## src/rtl/fb_pkg.sv

```systemverilog
// Framebuffer window geometry and shared types for the line fetch engine.
package fb_pkg;
    typedef enum logic {IDLE, FETCH} fetch_state_t;

    localparam int unsigned IMG_X0   = 200;
    localparam int unsigned IMG_Y0   = 200;
    localparam int unsigned IMG_W    = 50;
    localparam int unsigned IMG_H    = 50;
    localparam int unsigned TRIG_X   = 640;
    localparam logic [31:0] FB_BASE  = 32'd0;
    localparam int unsigned FB_WORDS = IMG_W * IMG_H;

    // Byte address of image word (row, col).
    function automatic logic [31:0] word_addr(input logic [5:0] row, input logic [5:0] col);
        return FB_BASE + ((32'(row) * IMG_W + 32'(col)) << 2);
    endfunction
endpackage

```

## src/rtl/fb_line_fetcher_if.sv

```systemverilog
// Simple word bus used for both the CPU data port and the data-memory port.
interface fb_line_fetcher_if;
    logic        req;
    logic        we;
    logic [31:0] adr;
    logic [31:0] wdata;
    logic [31:0] rdata;
    logic        stall;

    modport master (output req, we, adr, wdata, input rdata, stall);
    modport slave  (input req, we, adr, wdata, output rdata, stall);
endinterface

```

## src/rtl/fb_line_buffer.sv

```systemverilog
// 64x8 line store: one synchronous write port, one combinational read port.
module fb_line_buffer (
    input  logic       clk,
    input  logic       we,
    input  logic [5:0] waddr,
    input  logic [7:0] wdata,
    input  logic [5:0] raddr,
    output logic [7:0] rdata
);
    logic [7:0] mem [0:63];

    // Contents deliberately survive reset.
    always_ff @(posedge clk) begin
        if (we) mem[waddr] <= wdata;
    end

    assign rdata = mem[raddr];
endmodule

```

## src/rtl/fb_line_fetcher.sv

```systemverilog
// Prefetches the next image row into a line buffer during blanking and
// arbitrates the data-memory port, giving the fetch priority over the CPU.
module fb_line_fetcher
    import fb_pkg::*;
(
    input  logic               clk,
    input  logic               reset,
    input  logic [9:0]         x,
    input  logic [9:0]         y,
    fb_line_fetcher_if.slave   cpu,
    fb_line_fetcher_if.master  mem,
    input  logic [5:0]         pix_idx,
    output logic [7:0]         pix_data,
    output logic               line_valid
);
    fetch_state_t state, state_nxt;
    logic [5:0]   row, cnt;
    logic [10:0]  y1, roff;
    logic         trig, last, buf_we;
    logic [7:0]   buf_rd;

    // Row fetched on this line is the one displayed on the next line.
    assign y1   = {1'b0, y} + 11'd1;
    assign roff = y1 - 11'(IMG_Y0);
    assign trig = (x == 10'(TRIG_X)) && (y1 >= 11'(IMG_Y0)) && (roff < 11'(IMG_H));
    assign last = (cnt == 6'(IMG_W - 1));

    always_ff @(posedge clk or posedge reset) begin
        if (reset) state <= IDLE;
        else       state <= state_nxt;
    end

    always_comb begin
        state_nxt = state;
        mem.req   = cpu.req;
        mem.we    = cpu.we & cpu.req;
        mem.adr   = cpu.adr;
        mem.wdata = cpu.wdata;
        cpu.rdata = mem.rdata;
        cpu.stall = 1'b0;
        buf_we    = 1'b0;
        case (state)
            IDLE: begin
                if (trig) state_nxt = FETCH;
            end
            FETCH: begin
                mem.req   = 1'b1;
                mem.we    = 1'b0;
                mem.adr   = word_addr(row, cnt);
                cpu.rdata = 32'd0;
                cpu.stall = cpu.req;
                buf_we    = 1'b1;
                if (last) state_nxt = IDLE;
            end
        endcase
    end

    always_ff @(posedge clk or posedge reset) begin
        if (reset) begin
            row        <= 6'd0;
            cnt        <= 6'd0;
            line_valid <= 1'b0;
        end else begin
            if (state == IDLE && trig) begin
                row        <= roff[5:0];
                cnt        <= 6'd0;
                line_valid <= 1'b0;
            end else if (state == FETCH) begin
                cnt <= last ? 6'd0 : cnt + 6'd1;
                if (last) line_valid <= 1'b1;
            end
            // Drop validity once the scan leaves the image rows.
            if (y == 10'(IMG_Y0 + IMG_H) && x == 10'd0) line_valid <= 1'b0;
        end
    end

    fb_line_buffer u_buf (
        .clk   (clk),
        .we    (buf_we),
        .waddr (cnt),
        .wdata (mem.rdata[7:0]),
        .raddr (pix_idx),
        .rdata (buf_rd)
    );

    assign pix_data = (pix_idx < 6'(IMG_W)) ? buf_rd : 8'd0;
endmodule

```

## src/flat_wrapper.sv

```systemverilog
// flat-port wrapper written by rule: the top's interface ports become plain ports
module fb_line_fetcher_flat import fb_pkg::*;
  (clk, reset, x, y, pix_idx, pix_data, line_valid, cpu_req, cpu_we, cpu_adr, cpu_wdata, cpu_rdata, cpu_stall, mem_req, mem_we, mem_adr, mem_wdata, mem_rdata, mem_stall);
  fb_line_fetcher_if cpu_i ();
  fb_line_fetcher_if mem_i ();
  input  logic clk;
  input  logic reset;
  input  logic [9:0] x;
  input  logic [9:0] y;
  input  logic [5:0] pix_idx;
  output logic [7:0] pix_data;
  output logic line_valid;
  input wire logic [$bits(cpu_i.req)-1:0] cpu_req;
  input wire logic [$bits(cpu_i.we)-1:0] cpu_we;
  input wire logic [$bits(cpu_i.adr)-1:0] cpu_adr;
  input wire logic [$bits(cpu_i.wdata)-1:0] cpu_wdata;
  output wire logic [$bits(cpu_i.rdata)-1:0] cpu_rdata;
  output wire logic [$bits(cpu_i.stall)-1:0] cpu_stall;
  output wire logic [$bits(mem_i.req)-1:0] mem_req;
  output wire logic [$bits(mem_i.we)-1:0] mem_we;
  output wire logic [$bits(mem_i.adr)-1:0] mem_adr;
  output wire logic [$bits(mem_i.wdata)-1:0] mem_wdata;
  input wire logic [$bits(mem_i.rdata)-1:0] mem_rdata;
  input wire logic [$bits(mem_i.stall)-1:0] mem_stall;
  assign cpu_i.req = cpu_req;
  assign cpu_i.we = cpu_we;
  assign cpu_i.adr = cpu_adr;
  assign cpu_i.wdata = cpu_wdata;
  assign cpu_rdata = cpu_i.rdata;
  assign cpu_stall = cpu_i.stall;
  assign mem_req = mem_i.req;
  assign mem_we = mem_i.we;
  assign mem_adr = mem_i.adr;
  assign mem_wdata = mem_i.wdata;
  assign mem_i.rdata = mem_rdata;
  assign mem_i.stall = mem_stall;
  fb_line_fetcher u_core (.clk(clk), .reset(reset), .x(x), .y(y), .cpu(cpu_i), .mem(mem_i), .pix_idx(pix_idx), .pix_data(pix_data), .line_valid(line_valid));
endmodule
```

## config.mk

```make
export PLATFORM = sky130hd
export DESIGN_NAME = fb_line_fetcher_flat
export DESIGN_NICKNAME = d
export VERILOG_FILES = /design/src/rtl/fb_pkg.sv /design/src/rtl/fb_line_fetcher_if.sv /design/src/rtl/fb_line_buffer.sv /design/src/rtl/fb_line_fetcher.sv /design/src/flat_wrapper.sv
export SDC_FILE = /design/constraint.sdc
export NUM_CORES = 1
export LEC_CHECK = 0
export CELL_PAD_IN_SITES_DETAIL_PLACEMENT = 0
export CELL_PAD_IN_SITES_GLOBAL_PLACEMENT = 1
export CORE_AREA = 3 3 221 223
export DETAILED_ROUTE_END_ITERATION = 7
export DIE_AREA = 0 0 224 226
export PLACE_DENSITY = 0.8
export SLEW_MARGIN = 20
export SYNTH_ARGS = -nofsm -noshare
export SYNTH_HDL_FRONTEND = slang
export SYNTH_HIERARCHICAL = 1
export SYNTH_SLANG_ARGS = --single-unit
```

## constraint.sdc

```tcl
create_clock -name clk -period 4.65 [get_ports clk]
set_input_delay 0.93 -clock clk [delete_from_list [all_inputs] [get_ports clk]]
set_output_delay 0.93 -clock clk [all_outputs]
set_load 0.01 [all_outputs]
```

-- After elaboration in Yosys (flattened, before gate mapping)
Memory sizes are Yosys's and may differ from the RTL's.
Index checks and enable logic that the tools add are counted.
- bits in registers: 14
- latch bits: 0
- bits in writable memories: 512
- ROM bits: 0
- word-level logic and storage cells: 46
- memories kept: 1
- $add $sub $neg: 4
- multipliers: 1
- div/mod/pow operators: 0
- order comparisons: 3
- equal/unequal tests: 3
- shift operators: 0
- mux-type cells: 19
- bitwise operators: 2
- reductions and logical operators: 9
- memories (name ; depth ; bits a word ; rd ports ; clocked after Yosys merged registers in ; wr ports ; RTL line ; text):
    u_core.u_buf.mem ; 64 ; 8 ; 1 ; 0 ; 1 ; fb_line_buffer.sv:10 ; logic [7:0] mem [0:63];
- operators by type and width (operator ; count):
    $mux W32 ; 2
    $mux W6 ; 3
    $add A12 B6 Y13 ; 1
    $mux W1 ; 12
    $add A10 B1 Y11 const B ; 1
    $ge A11 B8 Y1 const B ; 1
    $lt A11 B6 Y1 const B ; 1
    $mul A6 B5 Y11 const B ; 1
    $sub A11 B8 Y11 const B ; 1
    $eq A10 B10 Y1 const B ; 1
    $eq A10 B8 Y1 const B ; 1
    $logic_not A10 Y1 ; 1
    $mux W8 ; 1
    $add A6 B1 Y6 const B ; 1
    $eq A6 B6 Y1 const B ; 1
    $lt A6 B6 Y1 const B ; 1
    $reduce_bool A3 Y1 ; 2
    $logic_and A1 B1 Y1 ; 4
    $pmux W1 S2 ; 1
    $reduce_and A2 Y1 ; 1
    $reduce_bool A2 Y1 ; 1
    $and A1 B1 Y1 ; 1
    $not A1 Y1 ; 1

-- Depth between registers and ports, before layout
Gate-level depths: netlist of run 1.
- depth after elaboration: 7
- gate-level depth with buffers: 13
- depth with buffers taken out: 13

-- Cells and area by module
The synthesis of run 1 kept the hierarchy.
- modules (own cells, without submodules) (module ; times used ; cells an instance ; area each (um^2)):
    fb_line_buffer ; 1 ; 932 ; 20006.7
    fb_line_fetcher ; 1 ; 377 ; 2895.3

-- Worst setup path after synthesis of run 1
OpenSTA, ideal clock, no wires.
- kind: reg-to-output
- from: reg u_core.row[1]
- to: out mem_adr[13]
- data arrival time: 2.962 ns
- setup slack: 0.758 ns
- stages on the path, launching flop included: 12
- cells stage by stage: dfrtp_1 > ha_1 > ha_1 > ha_1 > ha_1 > a21o_1 > a21o_1 > a21o_1 > a311oi_1 > nor3_1 > xor2_1 > a21oi_1
- word-level cells in the longest chain between the ends: 3
- ends and longest elaborated chain (what ; RTL line ; text):
    start: declaration ; fb_line_fetcher.sv:17 ; logic [5:0] row, cnt;
    start signal: assignment ; fb_line_fetcher.sv:65 ; row <= roff[5:0];
    $mul A6 B5 Y11 ; fb_pkg.sv:15 ; return FB_BASE + ((32'(row) * IMG_W + 32'(col)) << 2);
    $add A12 B6 Y13 ; fb_pkg.sv:15 ;
    $mux W32 ; fb_line_fetcher.sv:42 ; case (state)
    end: declaration ; flat_wrapper.sv:21 ; output wire logic [$bits(mem_i.adr)-1:0] mem_adr;
No other way between the ends.

-- Final worst setup path of run 1
- from: in pix_idx[0]
- to: out pix_data[3]
- word-level cells in the longest chain between the ends: 2
- elaborated cells on any way between the ends: 3
- ends and longest elaborated chain (what ; RTL line ; text):
    start: declaration ; flat_wrapper.sv:10 ; input logic [5:0] pix_idx;
    $mem_v2 Z64 W8 ; - ;
    net u_core.buf_rd[3] ; fb_line_fetcher.sv:20 ; logic [7:0] buf_rd;
    $mux W8 ; fb_line_fetcher.sv:86 ; assign pix_data = (pix_idx < 6'(IMG_W)) ? buf_rd : 8'd0;
    end: declaration ; flat_wrapper.sv:11 ; output logic [7:0] pix_data;
The timed path passes the listed nets, and every way through them passes these cells.

==> impl_metrics.toml, run 1 <==
[outcome]
status = "complete, no violations"

[synthesis]
avgSynthCellArea_um2 = 17.5
synth_edf_count = 512
syn_nets = 1472
ys_ff_latch = 526
synth_cell_type_count = 68
yosys_warnings = 6
netlist_instances = 1309
ys_seq_area_share_pct = 68.7
synthArstFlopShare_pct = 2.66
synth-main-ff-cell = "edfxtp_1"
synth_area_um2 = 22900

[detailed_routing]
drc = 0
post_drt_via_cell_ratio = 5.91
dr.pass1.iters = 5
wl_per_cell_um = 24.7
dr_total_vias = 12549
met1_length_um = 21400
wl_met2_um = 24900
ant_nets = 0
wl_met3_um = 4600
drtIter0Drc = 1318
routed_wl_um = 52500
top_layer = "met4"

[flow_run]
drv_cap = 0

[timing]
min_period_over_period_pct = 98.0
skew_ps = 31.2
rsz0062_at_grt = "false"
max_freq_mhz = 219
setup_viol = 0
slew-limit-headroom_pct = 32.3
finalCriticalPeriod_ps = 4560
hold_viol = 0
setup_tns_ps = 0
worst_pin_slew_ps = 1000
finalMaxSlewViolations = 0
fin_ws_ps = 93.5

[layout]
nets = 1640
area_growth_pct = 17.5
n_antenna_cell = 0
layout_commonest_cell = "edfxtp_1"
finalNonFillerCells = 2125
final_util_pct = 57.5
layout_common_cells = "512 x edfxtp_1, 152 x clkdlybuf4s50_1, 126 x mux4_2"
drive_above_1_share_pct = 20.6

[cts]
cts_sinks = 526
cts_hold_buf = 0
numCtsBuffers = 51
cts.clk_slew.worst_paths_ps = 60
clk_latency_ps = 580
cts_root_buf = "clkbuf_16"
cts_htree_levels = 2
cts_tree = "yes"
clockBufferDepth = 3

[pwr]
share_clk_of_total_power_pct = 40.6
power_density_nw_per_um2 = 363
switching_share_pct = 20.6
pwr-share-seq_pct = 53.3
p_int_mw = 7.75
finalPower_mw = 9.76
p_comb_share_pct = 6.1
p_sw_mw = 2.01
p_leak_nw = 8.79
ir_worst_vdd_mv = 0.218

[global_route]
antenna_found_initial = 3
grt_remaining_overflow = 0
grt_start_max_net_pins = 65
grt_pass1_vias = 12762
grt_pass1_wl_um = 79000
grt.total_usage_pct = 20.9

[worst_hold_path]
worstHoldPathType = "reg -> reg"

[placement]
io_buffers = 169
routabilityCongestion = 0.811
dp_hpwl_um = 34300
place_ws_ps = 53.1
dpl.cell_count = 2027

[setup_path]
criticalPathCategory = "in -> out"
critPathCaptureType = "output pin"
start_kind = "primary input"
crit_path_max_fanout = 32
required_ps = 3720
worstPathArrival_ps = 3630

[die]
coreArea_um2 = 46800
fp.dieH_um = 226
die_x_um = 224
die-area_um2 = 50600
core.rowCount = 79
start_util_pct = 49.0
io_pins = 235
## worst max-delay path, stage by stage
cell             delay (ps)
buf_8                   280
buf_12                  320
mux4_2                  530
a2111oi_0               570
buf_4                   210
o41ai_1                  60
and2_1                  200
clkdlybuf4s50_1         500
## through the flow
step                hold slack (ps)  area [µm²]
floorplan                       541       22900
global placement                590       25100
detailed placement              594       25100
CTS                             608       26800
global route                    615       26900
finish                          602       26900
## cell type report
class	count	area [µm²]
multi-input combinational	660	6610
clock inverter	33	282
fill	3505	19800
timing repair buffer	216	2110
inverter	22	82.6
tap	607	759
sequential	526	15700
clock buffer	61	1340
## kinds of logic (layout without fill, tap and decap cells)
| logic type | after synthesis | count (layout) | synth area share (%) |
|---|---|---|---|
| and+or+nand+nor | 300 | 300 | 6.67 |
| AOI/OAI and AO/OA | 122 | 122 | 3.79 |
| muxes | 177 | 177 | 14.8 |
| buffers and inverters | 123 | 332 | 3.10 |
| DFF | 526 | 526 | 68.7 |
| xor gates and xnor gates | 25 | 25 | 0.956 |
| adders and majority gates | 36 | 36 | 2.03 |
## per-layer routing
metal  vias to the layer above  GRT usage [%]
met2                       588           33.6
met4                         0           6.13
li1                       5506              -
met3                        87           4.87
met1                      6368           28.9
met5                         -              0
## cell usage after synthesis (5+ instances only)
| library cell | instances | area share, % |
|---|---|---|
| buf_4 | 45 | 1.5 |
| clkbuf_1 | 33 | 0.54 |
| dfrtp_1 | 14 | 1.5 |
| mux2_2 | 19 | 0.93 |
| and2_1 | 12 | 0.33 |
| a211oi_1 | 5 | 0.16 |
| a21o_1 | 8 | 0.26 |
| xor2_1 | 10 | 0.38 |
| a221oi_1 | 7 | 0.27 |
| o221ai_1 | 8 | 0.31 |
| o22ai_1 | 10 | 0.27 |
| ha_1 | 34 | 1.9 |
| nor2_1 | 99 | 1.6 |
| nor2b_1 | 67 | 1.8 |
| mux4_2 | 126 | 12 |
| o32ai_1 | 5 | 0.19 |
| edfxtp_1 | 512 | 67 |
| nand2_1 | 44 | 0.72 |
| buf_2 | 12 | 0.26 |
| o2111ai_1 | 6 | 0.23 |
| inv_1 | 22 | 0.36 |
| nor3_1 | 12 | 0.26 |
| nand2b_1 | 9 | 0.25 |
| o21ai_0 | 19 | 0.42 |
| a21oi_1 | 18 | 0.39 |
| mux2i_1 | 29 | 1.3 |
| xnor2_1 | 15 | 0.57 |
| nand3_1 | 26 | 0.57 |
## path summary, 6_finish.rpt
check                                           from                                 to  slack, ps  depth (start not counted)
min reg2reg                u_core/row[3]$_DFFE_PP0N_          u_core/row[3]$_DFFE_PP0N_        600                          1
max in group asynchronous                      reset             u_core/state$_DFF_PP0_       3520                          2
min                        u_core/row[3]$_DFFE_PP0N_          u_core/row[3]$_DFFE_PP0N_        600                          1
max                                       pix_idx[0]                        pix_data[3]         90                          8
min in group asynchronous                      reset      u_core/line_valid$_DFFE_PP0P_        710                          2
max reg2reg                   u_core/state$_DFF_PP0_  u_core/u_buf/mem[46][2]$_DFFE_PP_       1660                          3
## flip-flops by register name, indices dropped and copies added (netlist names)
signal / cells
u_core/cnt: 6
u_core/u_buf/mem: 512
u_core/state: 1
u_core/row: 6
u_core/line_valid: 1
## power by group through the flow
stage               sequential (mW)  clock, mW  combinational, mW
global route                   5.20       4.23              0.633
detailed placement             5.30          0              0.595
floorplan                      5.30          0              0.336
global placement               5.30          0              0.585
finish                         5.20       3.97              0.591
CTS                            5.20       4.04              0.597
## repair_timing
action | in CTS | in global routing
hold endpoints to repair | 0 | 0
pin swaps | 3 | 8
buffers inserted | 2 | 2
resized for setup | 19 | 16
setup endpoints to repair | 5 | 6
No activity file was read; power rests on OpenSTA's default activity.
==> inputs of run 2 (changes only) <==
--- a/config.mk
+++ b/config.mk
@@ -8,6 +8,7 @@
 export CELL_PAD_IN_SITES_DETAIL_PLACEMENT = 0
 export CELL_PAD_IN_SITES_GLOBAL_PLACEMENT = 1
 export CORE_AREA = 3 3 221 223
+export CTS_CLUSTER_DIAMETER = 200
 export DETAILED_ROUTE_END_ITERATION = 7
 export DIE_AREA = 0 0 224 226
 export PLACE_DENSITY = 0.8
==> results of run 2 <==
Final layout, timing and power as in run 1 (identical DEF).
